**src/rtl/fetch_unit.sv**
```systemverilog
// fetch_unit: instruction fetch stage. Owns the PC, issues instruction-cache
// reads, and registers the IF/ID word (instr, pc, pc+4, valid) for decode.
// Handles branch/jump redirects, HALT, hazard stalls and cache misses.
// Optional build macro FETCH_PERF_EN adds fetch/bubble performance counters.
module fetch_unit #(
  parameter logic [31:0] PC_INIT = 32'h0000_0000
) (
  input  logic        CLK,
  input  logic        nRST,
  input  logic        ihit,
  input  logic [31:0] imemload,
  output logic        imemREN,
  output logic [31:0] imemaddr,
  input  logic        stall,
  input  logic        redirect,
  input  logic [31:0] redirect_pc,
  input  logic        halt,
  output logic [31:0] instr,
  output logic [31:0] instr_pc,
  output logic [31:0] instr_npc,
  output logic        valid,
  output logic        halted
`ifdef FETCH_PERF_EN
  ,
  output logic [31:0] fetch_count,
  output logic [31:0] bubble_count
`endif
);

  // FETCH: normal issue. DRAIN: waiting out a miss whose word will be thrown
  // away. HALT: terminal until reset.
  localparam logic [1:0] ST_FETCH = 2'd0;
  localparam logic [1:0] ST_DRAIN = 2'd1;
  localparam logic [1:0] ST_HALT  = 2'd2;

  logic [1:0]  state;
  logic [31:0] pc;
  logic [31:0] pend_pc;
  logic        halt_pend;
  logic [31:0] target;
  logic [31:0] pc_plus4;

  // Targets are word aligned; the low bits from decode are ignored.
  assign target   = {redirect_pc[31:2], 2'b00};
  assign pc_plus4 = pc + 32'd4;

  // Cache request depends only on registered state, so the address cannot
  // glitch with late decode/hazard inputs and stays put across a miss.
  assign imemREN  = (state != ST_HALT);
  assign imemaddr = pc;
  assign halted   = (state == ST_HALT);

  // PC, pending-target and IF/ID register update, one FSM step per edge.
  always_ff @(posedge CLK or negedge nRST) begin
    if (!nRST) begin
      state     <= ST_FETCH;
      pc        <= PC_INIT;
      pend_pc   <= 32'h0;
      halt_pend <= 1'b0;
      instr     <= 32'h0;
      instr_pc  <= 32'h0;
      instr_npc <= 32'h0;
      valid     <= 1'b0;
    end else begin
      // NOTE: every register here uses <= so all branches see the values from
      // before the edge (pc_plus4 and pend_pc read the old pc, not the new one).
      case (state)
        ST_FETCH: begin
          if (redirect) begin
            valid <= 1'b0;
            instr <= 32'h0;
            if (ihit) begin
              pc <= target;
            end else begin
              pend_pc <= target;
              state   <= ST_DRAIN;
            end
          end else if (halt && !stall) begin
            valid <= 1'b0;
            instr <= 32'h0;
            if (ihit) begin
              state <= ST_HALT;
            end else begin
              halt_pend <= 1'b1;
              pend_pc   <= pc;
              state     <= ST_DRAIN;
            end
          end else if (stall) begin
            // IF/ID and pc hold; a word returned now is refetched later.
          end else if (ihit) begin
            instr     <= imemload;
            instr_pc  <= pc;
            instr_npc <= pc_plus4;
            valid     <= 1'b1;
            pc        <= pc_plus4;
          end else begin
            valid <= 1'b0;
            instr <= 32'h0;
          end
        end

        ST_DRAIN: begin
          valid <= 1'b0;
          instr <= 32'h0;
          if (redirect) pend_pc   <= target;
          if (halt)     halt_pend <= 1'b1;
          if (ihit) begin
            // The returned word belongs to the abandoned path and is dropped.
            if (halt_pend || halt) begin
              state <= ST_HALT;
            end else begin
              pc    <= redirect ? target : pend_pc;
              state <= ST_FETCH;
            end
          end
        end

        ST_HALT: begin
          valid <= 1'b0;
          instr <= 32'h0;
        end

        default: state <= ST_FETCH;
      endcase
    end
  end

`ifdef FETCH_PERF_EN
  logic load_valid;
  logic load_bubble;

  // Classify this edge's IF/ID update: real load, counted bubble, or neither
  // (stall hold, halt flush, halted).
  always_comb begin
    // NOTE: defaults first so every path assigns both flags and no latch forms.
    load_valid  = 1'b0;
    load_bubble = 1'b0;
    case (state)
      ST_FETCH: begin
        if (redirect)              load_bubble = 1'b1;
        else if (halt && !stall)   load_bubble = 1'b0;
        else if (stall)            load_bubble = 1'b0;
        else if (ihit)             load_valid  = 1'b1;
        else                       load_bubble = 1'b1;
      end
      ST_DRAIN: load_bubble = 1'b1;
      default:  load_bubble = 1'b0;
    endcase
  end

  // Free-running performance counters, wrapping modulo 2^32.
  always_ff @(posedge CLK or negedge nRST) begin
    if (!nRST) begin
      fetch_count  <= 32'h0;
      bubble_count <= 32'h0;
    end else begin
      if (load_valid)  fetch_count  <= fetch_count + 32'd1;
      if (load_bubble) bubble_count <= bubble_count + 32'd1;
    end
  end
`endif

endmodule

```
**config.mk**
```make
export PLATFORM = sky130hd
export DESIGN_NAME = fetch_unit
export DESIGN_NICKNAME = d
export VERILOG_FILES = /design/src/rtl/fetch_unit.sv
export SDC_FILE = /design/constraint.sdc
export NUM_CORES = 1
export LEC_CHECK = 0
export ABC_AREA = 1
export CORE_ASPECT_RATIO = 0.6
export CORE_MARGIN = 2
export CORE_UTILIZATION = 64
export CTS_BUF_LIST = sky130_fd_sc_hd__clkbuf_16
export CTS_CLUSTER_SIZE = 30
export DETAILED_ROUTE_END_ITERATION = 12
export DONT_BUFFER_PORTS = 1
export PLACE_DENSITY = 0.8
export SLEW_MARGIN = 25
export SYNTH_ARGS = -nofsm -noshare
export SYNTH_HDL_FRONTEND = slang
export SYNTH_SLANG_ARGS = --single-unit
```
**constraint.sdc**
```tcl
create_clock -name CLK -period 2.1 [get_ports CLK]
set_input_delay 0.63 -clock CLK [delete_from_list [all_inputs] [get_ports CLK]]
set_output_delay 0.63 -clock CLK [all_outputs]
set_load 0.02 [all_outputs]
```
==> impl_metrics.json <==
{
  "synth-simple-area-share": 0.286,
  "rsz0062_at_grt": "false",
  "cts_max_path_buffers": 2,
  "antenna_found_initial": 0,
  "final-hold-violation-count": 162,
  "synthToLayoutAreaGrowth_pct": 10.1,
  "grt_pass1_wl_um": 34700,
  "netlist_instances": 1012,
  "peakVddDrop_v": 0.000572,
  "critPathLaunchType": "flip-flop",
  "yosysSeqAreaShare": 0.510,
  "r2r-start": "state[0]",
  "nets": 1082,
  "synth.area.mux_share": 0,
  "path_cells": "inv_1 > ha_2 > inv_1",
  "yosysTopAreaCell": "dfrtp_1",
  "post-route-drc-count": 0,
  "synth_top_family_by_area": "simple AND/OR/NAND/NOR gates",
  "core_area_um2": 12100,
  "yosysUniqueCellTypes": 37,
  "fill_cells": 957,
  "period_share": 0.948,
  "critPathMaxStageDelay_ps": 420,
  "finalWorstPathRequiredPeriod_ps": 1990,
  "layout_commonest_cell": "nand2_1",
  "violations": "negative hold slack",
  "worstRegToRegCells": 9,
  "grt_pass1_vias": 6391,
  "routed_wl_um": 21700,
  "ff2ff_setup_slack_ps": 160,
  "clockRootBuffer": "clkbuf_16",
  "synth_warnings": 0,
  "rows": 31,
  "worstMarginPinSlew_ps": 456,
  "postSynthAreaPerCell_um2": 7.85,
  "layout.cells.non_filler": 1185,
  "worstReg2RegEnd": "pend_pc[2]",
  "arrival_ps": 1360,
  "netlist_area_um2": 7950,
  "cts_tree": "done",
  "grt_max_degree": 163,
  "drtAntennaViolNets": 0,
  "hold_ws_ps": -111,
  "clk_pin_slew_ps": 70,
  "die_width_um": 148,
  "ctsHtreeMaxLevel": 4,
  "drive_above_1_share": 0.0961,
  "initial_core_util": 0.657,
  "slew_viol_final": 0,
  "cts-buffers-inserted": 17,
  "pin_count": 201,
  "track_usage": 0.336,
  "cp_max_fo": 4,
  "synth_seq_cells": 162,
  "synth-compound-area-share": 0.106,
  "setup_violations": 0,
  "cp-end-kind": "output pin",
  "clkSinkCount": 162,
  "drt-pass1-iter-count": 6,
  "die-area_um2": 13400,
  "power.leakage_nw": 4.48,
  "synthAdderAreaFrac": 0.00787,
  "syn_nets": 1087,
  "overflow": 0,
  "status": "finished, violations left",
  "drv_cap": 0,
  "synth_top_area_frac": 0.510,
  "clock_latency_ps": 430,
  "synth-xor-area-share": 0.0183,
  "critPathKind": "reg2out",
  "layout_common_cells": "nand2_1 (345), dfrtp_1 (162), nor2_1 (107), o21ai_0 (102), inv_1 (69)",
  "route.vias.total": 6806,
  "slowest_stage": "dfrtp_1",
  "vias_per_cell": 5.74,
  "relSlewSlack": 0.696,
  "numPlacedInstances": 1151,
  "diodes": 0,
  "synth.area.top_cells": "dfrtp_1 (51%), nand2_1 (16%), o21ai_0 (6.6%)",
  "finalSetupTns_ps": 0,
  "routabilityCongestion": 1.01,
  "cp_common_cell": "inv_1",
  "port-buffer-count": 0,
  "wire_per_inst_um": 18.3,
  "place_hpwl_um": 15000,
  "pwr_density_cell_nw_per_um2": 793,
  "fin_skew_ps": 11.0,
  "required_ps": 1470,
  "die_h_um": 90.3,
  "min_path_type": "in2async",
  "first_iter_violations": 678,
  "fmax_mhz": 502
}
final cells by class:
type / instances / area (um2) / share of cell area
clock buffer: 17 / 425 / 0.0486
multi-input combinational: 726 / 3340 / 0.382
timing repair buffer: 27 / 256 / 0.0293
tap: 165 / 206 / 0.0236
clock inverter: 15 / 181 / 0.0207
sequential: 162 / 4050 / 0.463
inverter: 73 / 283 / 0.0323
kinds of logic (layout without fill, tap and decap cells):
group / count (synthesis) / count (layout)
XOR/XNOR: 14 / 14
buffers and inverters: 124 / 132
AND/OR/NAND/NOR: 544 / 544
AO/OA/AOI/OAI: 163 / 163
adder cells (fa/ha/maj): 5 / 5
flip-flops: 162 / 162
layer usage:
layer,global-route usage,part of all wire,wire length [um]
met1,0.530,0.44,9540
met2,0.436,0.40,8640
met3,0.119,0.14,3120
met4,0.0905,0.016,352
met5,0,0,0
through the flow:
| stage | hold WS (ps) | instance area [um2] | setup WS [ps] | utilization | total power, mW |
|---|---|---|---|---|---|
| 2_1_floorplan | 334 | 7950 | 414 | - | 3.63 |
| 3_3_place_gp | 338 | 8110 | 129 | 0.670 | 3.75 |
| 3_5_place_dp | 337 | 8110 | 130 | 0.670 | 3.76 |
| 4_1_cts | -114 | 8720 | 37.4 | 0.721 | 6.94 |
| 5_1_grt | -124 | 8750 | 6.01 | 0.723 | 7.15 |
| 6_report | -111 | 8750 | 109 | 0.723 | 6.93 |
state kept, by name, summed over array words and instances, names as in the netlist:
register	cells
instr_pc	32
state	2
pend_pc	32
instr_npc	30
imemaddr	32
instr	32
halt_pend	1
valid	1
cell usage after synthesis, drive strengths merged:
library cell and instances:
a21oi 36, and2 2, o21bai 1, o22ai 1, xor2 12, a31oi 10, nor3 3, nand2 356
o31ai 2, nor4 1, or2 1, inv 73, dfrtp 162, nand3 57, o21ai 111, nor2 124
clkbuf 15, o2111ai 1, ha 5, xnor2 2, buf 36, o211ai 1
power breakdown:
part | switching [mW] | leakage, nW | total, mW | internal [mW]
Combinational | 0.271 | 2.05 | 0.398 | 0.127
Clock | 1.33 | 0.287 | 3.21 | 1.88
Sequential | 0.114 | 2.14 | 3.32 | 3.21
Total | 1.71 | 4.48 | 6.93 | 5.22
how the worst max path moves through the flow:
| stage | start | end | slack [ps] | cells past startpoint |
|---|---|---|---|---|
| 6_report | state[0] | imemREN | 110 | 3 |
| 4_1_cts | state[0] | imemREN | 40 | 3 |
| 2_1_floorplan | redirect | pend_pc[10] | 410 | 8 |
| 3_5_place_dp | state[0] | imemaddr[19] | 130 | 11 |
| 5_1_grt | state[0] | imemaddr[20] | 6 | 11 |
| 3_3_place_gp | state[0] | imemaddr[15] | 130 | 11 |
critical path: cells and delay by family (launching register included):
kind                     cells  cell delay (ps)
buffers and inverters        2              250
flip-flops                   1              420
adder cells (fa/ha/maj)      1              260
timing repair:
| item | in CTS | in global routing |
|---|---|---|
| gates resized for setup | 0 | 8 |
| setup endpoints to repair | 0 | 36 |
| endpoints found under the hold margin | 162 | 162 |
| buffers inserted | 0 | 2 |
(Power assumes the default switching activity.)
